`src/rtl/branch_stat_cnt_if.sv`:
```
// CPU register port plus BTB statistics strobes for branch_stat_cnt; master = CPU/BTB side, slave = counter block.
// rdata/rdata_vld/sat are the only block-driven signals; every strobe and request is single-cycle.
interface branch_stat_cnt_if;
    logic        inc_br_cnt;
    logic        inc_hit_cnt;
    logic        inc_mispr_cnt;
    logic        cs;
    logic        we;
    logic        re;
    logic [3:0]  addr;
    logic [15:0] wdata;
    logic [15:0] rdata;
    logic        rdata_vld;
    logic        sat;

    modport master (
        output inc_br_cnt, inc_hit_cnt, inc_mispr_cnt, cs, we, re, addr, wdata,
        input  rdata, rdata_vld, sat
    );

    modport slave (
        input  inc_br_cnt, inc_hit_cnt, inc_mispr_cnt, cs, we, re, addr, wdata,
        output rdata, rdata_vld, sat
    );
endinterface

```
`src/rtl/branch_stat_cnt.sv`:
```
// BTB statistics counters (branches, hits, mispredicts, enabled cycles) behind a 16-bit register port.
// Read latency 1 cycle, a read is accepted every cycle, and there is no backpressure.
module branch_stat_cnt #(
    parameter int CNT_W = 32
) (
    input  logic                clk,
    input  logic                rst_n,
    branch_stat_cnt_if.slave    bus
);
    localparam int HI_W = CNT_W - 16;

    logic [CNT_W-1:0]          cnt_br;
    logic [CNT_W-1:0]          cnt_hit;
    logic [CNT_W-1:0]          cnt_mispr;
    logic [CNT_W-1:0]          cnt_cyc;
    logic [3:0][HI_W-1:0]      shd;
    logic                      en;
    logic                      frz;
    logic [3:0]                satf;
    logic [15:0]               rdata_q;
    logic                      rdata_vld_q;
    logic                      sat_q;

    logic [3:0][CNT_W-1:0]     cnt_all;
    logic [3:0][CNT_W-1:0]     cnt_nxt;
    logic [3:0]                inc;
    logic [3:0]                sat_evt;
    logic [3:0]                w1c;
    logic [3:0]                satf_nxt;
    logic [1:0]                sel;
    logic [15:0]               rd_mux;
    logic                      rd_acc;
    logic                      wr_acc;
    logic                      ctrl_wr;
    logic                      clr;
    logic                      unused_wdata;

    assign cnt_all      = {cnt_cyc, cnt_mispr, cnt_hit, cnt_br};
    assign inc          = {1'b1, bus.inc_mispr_cnt, bus.inc_hit_cnt, bus.inc_br_cnt};
    assign rd_acc       = bus.cs & bus.re & ~bus.we;
    assign wr_acc       = bus.cs & bus.we;
    assign ctrl_wr      = wr_acc && (bus.addr == 4'd8);
    assign clr          = ctrl_wr & bus.wdata[1];
    assign w1c          = (wr_acc && (bus.addr == 4'd9)) ? bus.wdata[3:0] : 4'b0;
    assign sel          = bus.addr[2:1];
    assign unused_wdata = ^bus.wdata[15:4];

    // Clear beats any same-cycle strobe; a strobe on a saturated counter only raises its flag.
    always_comb begin
        cnt_nxt = cnt_all;
        sat_evt = '0;
        for (int k = 0; k < 4; k++) begin
            if (clr) begin
                cnt_nxt[k] = '0;
            end else if (inc[k] && en && !frz) begin
                if (&cnt_all[k]) begin
                    sat_evt[k] = 1'b1;
                end else begin
                    cnt_nxt[k] = cnt_all[k] + CNT_W'(1);
                end
            end
        end
    end

    // A set event outranks a same-cycle write-1-to-clear.
    assign satf_nxt = (satf & ~w1c) | sat_evt;

    always_comb begin
        rd_mux = '0;
        if (!bus.addr[3]) begin
            rd_mux = bus.addr[0] ? 16'(shd[sel]) : cnt_all[sel][15:0];
        end else if (bus.addr == 4'd8) begin
            rd_mux = {13'b0, frz, 1'b0, en};
        end else if (bus.addr == 4'd9) begin
            rd_mux = {12'b0, satf};
        end
    end

    always_ff @(posedge clk) begin
        if (!rst_n) begin
            cnt_br      <= '0;
            cnt_hit     <= '0;
            cnt_mispr   <= '0;
            cnt_cyc     <= '0;
            shd         <= '0;
            en          <= 1'b1;
            frz         <= 1'b0;
            satf        <= '0;
            sat_q       <= 1'b0;
            rdata_q     <= '0;
            rdata_vld_q <= 1'b0;
        end else begin
            cnt_br      <= cnt_nxt[0];
            cnt_hit     <= cnt_nxt[1];
            cnt_mispr   <= cnt_nxt[2];
            cnt_cyc     <= cnt_nxt[3];
            satf        <= satf_nxt;
            sat_q       <= |satf_nxt;
            rdata_vld_q <= rd_acc;
            if (ctrl_wr) begin
                en  <= bus.wdata[0];
                frz <= bus.wdata[2];
            end
            // Reading a low half freezes the matching high half so a lo/hi pair is coherent.
            if (clr) begin
                shd <= '0;
            end else if (rd_acc && !bus.addr[3] && !bus.addr[0]) begin
                shd[sel] <= cnt_all[sel][CNT_W-1:16];
            end
            if (rd_acc) begin
                rdata_q <= rd_mux;
            end
        end
    end

    assign bus.rdata     = rdata_q;
    assign bus.rdata_vld = rdata_vld_q;
    assign bus.sat       = sat_q;
endmodule
```
`src/flat_wrapper.sv`:
```
// flat-port wrapper written by rule: the top's interface ports become plain ports
module branch_stat_cnt_flat 
#(
    parameter int CNT_W = 32
)
  (clk, rst_n, bus_inc_br_cnt, bus_inc_hit_cnt, bus_inc_mispr_cnt, bus_cs, bus_we, bus_re, bus_addr, bus_wdata, bus_rdata, bus_rdata_vld, bus_sat);
  branch_stat_cnt_if bus_i ();
  input  logic clk;
  input  logic rst_n;
  input wire logic [$bits(bus_i.inc_br_cnt)-1:0] bus_inc_br_cnt;
  input wire logic [$bits(bus_i.inc_hit_cnt)-1:0] bus_inc_hit_cnt;
  input wire logic [$bits(bus_i.inc_mispr_cnt)-1:0] bus_inc_mispr_cnt;
  input wire logic [$bits(bus_i.cs)-1:0] bus_cs;
  input wire logic [$bits(bus_i.we)-1:0] bus_we;
  input wire logic [$bits(bus_i.re)-1:0] bus_re;
  input wire logic [$bits(bus_i.addr)-1:0] bus_addr;
  input wire logic [$bits(bus_i.wdata)-1:0] bus_wdata;
  output wire logic [$bits(bus_i.rdata)-1:0] bus_rdata;
  output wire logic [$bits(bus_i.rdata_vld)-1:0] bus_rdata_vld;
  output wire logic [$bits(bus_i.sat)-1:0] bus_sat;
  assign bus_i.inc_br_cnt = bus_inc_br_cnt;
  assign bus_i.inc_hit_cnt = bus_inc_hit_cnt;
  assign bus_i.inc_mispr_cnt = bus_inc_mispr_cnt;
  assign bus_i.cs = bus_cs;
  assign bus_i.we = bus_we;
  assign bus_i.re = bus_re;
  assign bus_i.addr = bus_addr;
  assign bus_i.wdata = bus_wdata;
  assign bus_rdata = bus_i.rdata;
  assign bus_rdata_vld = bus_i.rdata_vld;
  assign bus_sat = bus_i.sat;
  branch_stat_cnt #(.CNT_W(CNT_W)) u_core (.clk(clk), .rst_n(rst_n), .bus(bus_i));
endmodule
```
`config.mk`:
```
export PLATFORM = sky130hd
export DESIGN_NAME = branch_stat_cnt_flat
export DESIGN_NICKNAME = d
export VERILOG_FILES = /design/src/rtl/branch_stat_cnt_if.sv /design/src/rtl/branch_stat_cnt.sv /design/src/flat_wrapper.sv
export SDC_FILE = /design/constraint.sdc
export NUM_CORES = 1
export LEC_CHECK = 0
export BUFFER_PORTS_ARGS = -buffer_cell sky130_fd_sc_hd__buf_2
export CAP_MARGIN = 20
export CORE_AREA = 2 2 130 132
export DETAILED_ROUTE_END_ITERATION = 8
export DIE_AREA = 0 0 132 134
export HOLD_SLACK_MARGIN = 0.1
export PLACE_DENSITY = 0.87
export SLEW_MARGIN = 20
export SYNTH_ARGS = -nofsm -noshare
export SYNTH_HDL_FRONTEND = slang
export SYNTH_SLANG_ARGS = --single-unit
```
`constraint.sdc`:
```
create_clock -name clk -period 6 [get_ports clk]
set_clock_uncertainty 0.1 [all_clocks]
set_input_delay 0.9 -clock clk [delete_from_list [all_inputs] [get_ports clk]]
set_output_delay 0.9 -clock clk [all_outputs]
set_load 0.05 [all_outputs]
```
* After elaboration in Yosys (flattened, before gate mapping) *
Cells that the tools add are included.

operators by class
  $add $sub $neg = 4
  magnitude comparators = 2
  multiplexer cells = 24
  bitwise gates (word level) = 13
  reduce and logical (&&, ||, !) cells = 25
  equality and inequality tests = 2

operators by type and width
  kind                     count
  $add A32 B1 Y32 const B  4
  $reduce_and A32 Y1       4
  $mux W16                 5
  $bmux W32 S2             1
  $bwmux W64               1
  $bmux W16 S2             1
  $demux W16 S2            1
  $mux W32                 1
  $logic_and A1 B1 Y1      12
  $mux W1                  12
  $eq A4 B4 Y1 const B     2
  $mux W4                  2
  $reduce_and A2 Y1        4
  $not A1 Y1               6
  $and A1 B1 Y1            4
  $and A4 B4 Y4            1
  $not A4 Y4               1
  $or A4 B4 Y4             1
  $reduce_or A4 Y1         1
  $logic_not A1 Y1         3
  $lt A2 B3 Y1 const B     1
  $ge A2 B1 Y1 const B     1
  $reduce_or A2 Y1         1

word-level totals
  word-level logic and storage cells = 84
  bits of input ports = 28
  output and inout bits = 18
  register bits = 216

* Logic depth before layout (Yosys ltp) *
  word-level depth = 7
  mapped depth = 10
  mapped depth without buffers = 7

* Worst setup path before layout *
Ideal clock, no wire load.

  kind = in2reg
  from = in bus_addr[2]
  to = reg u_core.sat_q, in the netlist u_core.bus.sat
  data required time = 5.766 ns
  path buffers = 1
  cell stages on the path = 7
  library setup time = 0.134 ns
  slack = 3.179 ns
  data arrival time = 2.587 ns
  cell sequence = clkbuf_1 nor2_1 nand2_1 nor3_1 nand2_1 a32o_1 or4_1

on the way
  cells in the longest elaborated chain, start to end = 7
  elaborated cells between the ends (all ways) = 14
  classes of those cells = 2 x eq/ne; 5 x mux; 4 x bitwise; 3 x reduce/logical

RTL lines
  item                  line                   RTL
  start, declared       flat_wrapper.sv:16     input wire logic [$bits(bus_i.addr)-1:0] bus_addr;
  $eq A4 B4 Y1          branch_stat_cnt.sv:44  assign w1c = (wr_acc && (bus.addr == 4'd9)) ? bus.wdata[3:0] : 4'b0;
  $logic_and A1 B1 Y1   branch_stat_cnt.sv:44
  $mux W4               branch_stat_cnt.sv:44
  $not A4 Y4            branch_stat_cnt.sv:66  assign satf_nxt = (satf & ~w1c) | sat_evt;
  $and A4 B4 Y4         branch_stat_cnt.sv:66
  $or A4 B4 Y4 *        branch_stat_cnt.sv:66
  $reduce_or A4 Y1 *    branch_stat_cnt.sv:98  sat_q <= |satf_nxt;
  end signal, assigned  branch_stat_cnt.sv:98
  end, declared         branch_stat_cnt.sv:22  logic sat_q;

Every way passes the cells marked *; elsewhere a longest branch is shown, timed or not.
A chain may end at the register's enable or synchronous reset.

* Final worst setup path *
  from = in bus_addr[1]
  to = reg u_core.cnt_mispr[20]

on the way
  cells in the longest elaborated chain, start to end = 4

RTL lines
  item                        line                   RTL
  $eq A4 B4 Y1                branch_stat_cnt.sv:42  assign ctrl_wr = wr_acc && (bus.addr == 4'd8);
  $logic_and A1 B1 Y1         branch_stat_cnt.sv:42
  $and A1 B1 Y1               branch_stat_cnt.sv:43  assign clr = ctrl_wr & bus.wdata[1];
  $reduce_or A2 Y1 (no line)  n/a
  end signal, assigned        branch_stat_cnt.sv:95  cnt_mispr <= cnt_nxt[2];
  end, declared               branch_stat_cnt.sv:14  logic [CNT_W-1:0] cnt_mispr;

No other way between the ends.

==> flow_summary_export.csv <==
group,metric,value,unit
run_status,status,"completed",
clocking,cts_buffers,23,
finish,final_cell_count_no_fill,1459,
critical_path,rr_worst_depth,6,
critical_path,r2r-end,"u_core.cnt_cyc[25]$_SDFFE_PP0P_",
floorplanning,initial_core_util,65.7,%
synth,synth_flop_cell,"dfxtp_1",
synth,ys_seq_elements,216,
clocking,htree_levels,1,
synth,syn_inst,1239,
synth,yosysTopAreaCellShare,40.4,%
clocking,post-cts-setup-buffers,0,
drt,ant_nets,0,
clocking,clk_path_buf_depth,3,
timing,period_share,52.4,%
clocking,cts_tree,"yes",
power,p_leak,3.91,nW
placed_design,post_dp_cell_area,0.0109,mm2
placed_design,port_buffers,33,
synth,synth_area_leaders,"dfxtp_1 40%, mux4_2 6.5%, nor2_1 5.6%, xor2_1 5.2%, nand2_1 5.2%",
synth,netlist_area,0.0107,mm2
global_routing,grt_pass1_vias,8675,
timing,worst_slew_pin_slew,0.975,ns
timing,rsz0062_at_grt,"false",
synth,async_flop_share,0,%
synth,ys_seq_area_share,40.4,%
critical_path,slowest_stage,"o21ai_4",
floorplanning,core,0.0163,mm2
floorplanning,die_y,134,um
timing,fmax,0.318,GHz
finish,final_util,71.4,%
placed_design,pre_cts_slack,2.41,ns
synth,synth-edff-count,0,
clocking,clkSlewWorstSetupHoldPaths,0.06,ns
synth,yosys_warnings,0,
critical_path,r2r_setup_slack,3.17,ns
power,fin_total_pwr,3.01,mW
critical_path,path_common_cell,"nor2_1",
drt,drt-pass1-iter-count,5,
timing,timing.final.ws_setup,2.86,ns
finish,drive_above_1_share,10.3,%
clocking,ctsHoldBuffers,0,
synth,avgSynthCellArea,8.63,um2
critical_path,slowest_delay,0.76,ns
critical_path,crit_path_start_kind,"primary input",
critical_path,crit_chain,"buf_4, nor2_1, nand2_1, o21ai_4, buf_12, nor2_1",
power,power_density,259,mW/mm2
floorplanning,die_w,132,um
placed_design,place_congestion,1.02,
global_routing,grt_max_degree,168,
critical_path,cp.required,6.25,ns
global_routing,grt_overflow,0,
critical_path,arrival,3.40,ns
timing,period_minus_slack,3.14,ns
worst_hold_path,hold_path.class,"reg -> reg",
drt,drt-total-wl,28500,um
power,peakVddDrop,0.000217,V
drt,wl_per_cell,19.5,um
finish,layout.nets,1253,
global_routing,antenna_found_initial,1,
finish,area_delta_synth_final,8.81,%
placed_design,dp.cells,1415,
drt,vias_per_cell,6.50,
floorplanning,dieArea,0.0177,mm2
synth,synth.distinct_cells,56,
clocking,cts-root-buf,"clkbuf_16",
clocking,numClockSinks,216,
critical_path,critPathCaptureType,"flip-flop",
drt,vias,9482,
timing,slew_headroom,34.4,%
synth,syn_nets,1271,
timing,worst_hold_slack,0.356,ns
clocking,cts_resized,0,
placed_design,hpwl,19300,um
global_routing,grt_use_total,31.5,%
timing,setup_viol,0,
critical_path,critPathLaunch,"bus_addr[1]",
floorplanning,boundaryPins,46,
drt,drc_errors,0,
drt,dr.first_iter.drc_count,1217,
global_routing,grt_pass1_wl,45200,um
timing,drv_slew,0,
floorplanning,core.rowCount,47,
critical_path,crit_type,"in -> reg",
job,cap_viol_max_count,0,
timing,hold_viol_final,0,
timing,fin_tns_setup,0,ns
clocking,clkLatencyLatePin,0.52,ns
synth,yosysTopAreaCell,"dfxtp_1",
critical_path,r2r-start,"u_core.cnt_cyc[3]$_SDFFE_PP0P_",
finish,fin_area,0.0116,mm2
critical_path,endpoint,"u_core.cnt_mispr[20]$_SDFFE_PP0P_",
critical_path,cp_max_fo,167,
==> layout by cell type, fill, tap and decap left out, types with 4 or more instances in the layout <==
cell	synthesis	final
dfxtp_1	216	216
nor2_1	159	159
nand2_1	148	148
a21oi_1	85	85
nand4_1	75	75
xor2_1	64	64
nand3_1	60	60
xnor2_1	48	48
nor3_1	40	39
nand4b_1	36	36
buf_2	6	32
mux4_2	31	31
clkbuf_16	0	23
and3_1	20	20
and4_1	18	18
nor4bb_1	15	15
nor2b_1	14	14
o21ai_0	13	13
a22oi_1	12	12
and2_1	11	11
or3_1	10	10
nor4_1	10	10
inv_1	8	8
mux2i_1	7	7
nor3b_1	6	6
clkbuf_1	67	6
buf_4	0	6
nor4b_1	5	5
clkinv_2	0	5
or2_2	4	4
nand3b_1	4	4
ha_1	4	4
clkbuf_8	1	4
==> layout make-up <==
class	count	area, um2
Sequential cell	216	4320
Antenna cell	1	2.50
Fill cell	1188	4650
Tap cell	220	275
Multi-Input combinational cell	931	6010
Clock inverter	9	103
Clock buffer	33	653
Timing Repair Buffer	40	236
Inverter	9	33.8
==> critical path, delay by kind of cell <==
kind	cells	cell delay [ns]
AOI/OAI and AO/OA	1	0.76
buffers and inverters	2	0.78
and+or+nand+nor	3	0.75
==> per-layer routing <==
layer / track usage, % / part of all wire, % / vias to the layer above
met3: 6.35 / 9.1 / 96
met2: 50.4 / 45 / 457
met1: 40.8 / 40 / 4519
met4: 16.4 / 5.5 / 0
li1: - / - / 4410
met5: 0 / 0 / -
==> power by group <==
part,internal (mW),total (mW),switching (mW),leakage (nW)
registers,1.44,1.45,0.00941,1.74
clock network,0.846,1.43,0.585,0.376
logic,0.0371,0.127,0.0896,1.80
total,2.32,3.01,0.684,3.91
==> logic make-up after synthesis <==
kind of cell    synth area share (%)
simple gates                    32.3
flops                           40.4
compound gates                  6.69
xor+xnor                        9.17
buf+inv                         3.53
mux                             7.43
fa+ha+maj                      0.468
==> flip-flops by register name, summed over array words and instances (netlist names), 4 cells and up <==
| register | flops |
|---|---|
| u_core.cnt_hit | 32 |
| u_core.cnt_mispr | 32 |
| u_core.satf | 4 |
| u_core.cnt_cyc | 32 |
| u_core.cnt_br | 32 |
| u_core.shd | 64 |
| u_core.bus.rdata | 16 |
==> synth_stat cells (all sizes together) (7+ instances only) <==
master,n
a21oi,85
a22oi,12
and2,11
and3,20
and4,21
buf,15
clkbuf,68
dfxtp,216
inv,9
mux2i,7
mux4,32
nand2,148
nand3,61
nand4,75
nand4b,36
nor2,159
nor2b,14
nor3,40
nor4,12
nor4bb,15
o21ai,14
or3,10
xnor2,48
xor2,64
==> how the worst min path moves through the flow <==
stage / start / end / slack [ns] / cells after the start
3_3_place_gp: u_core.shd[17]$_SDFFE_PP0P_ / u_core.shd[17]$_SDFFE_PP0P_ / 0.34 / 2
6_report: u_core.shd[57]$_SDFFE_PP0P_ / u_core.shd[57]$_SDFFE_PP0P_ / 0.36 / 2
4_1_cts: u_core.shd[53]$_SDFFE_PP0P_ / u_core.shd[53]$_SDFFE_PP0P_ / 0.36 / 2
5_1_grt: u_core.shd[17]$_SDFFE_PP0P_ / u_core.shd[17]$_SDFFE_PP0P_ / 0.38 / 2
2_1_floorplan: u_core.shd[32]$_SDFFE_PP0P_ / u_core.shd[32]$_SDFFE_PP0P_ / 0.33 / 2
3_5_place_dp: u_core.shd[17]$_SDFFE_PP0P_ / u_core.shd[17]$_SDFFE_PP0P_ / 0.35 / 2
(Power assumes the default switching activity.)
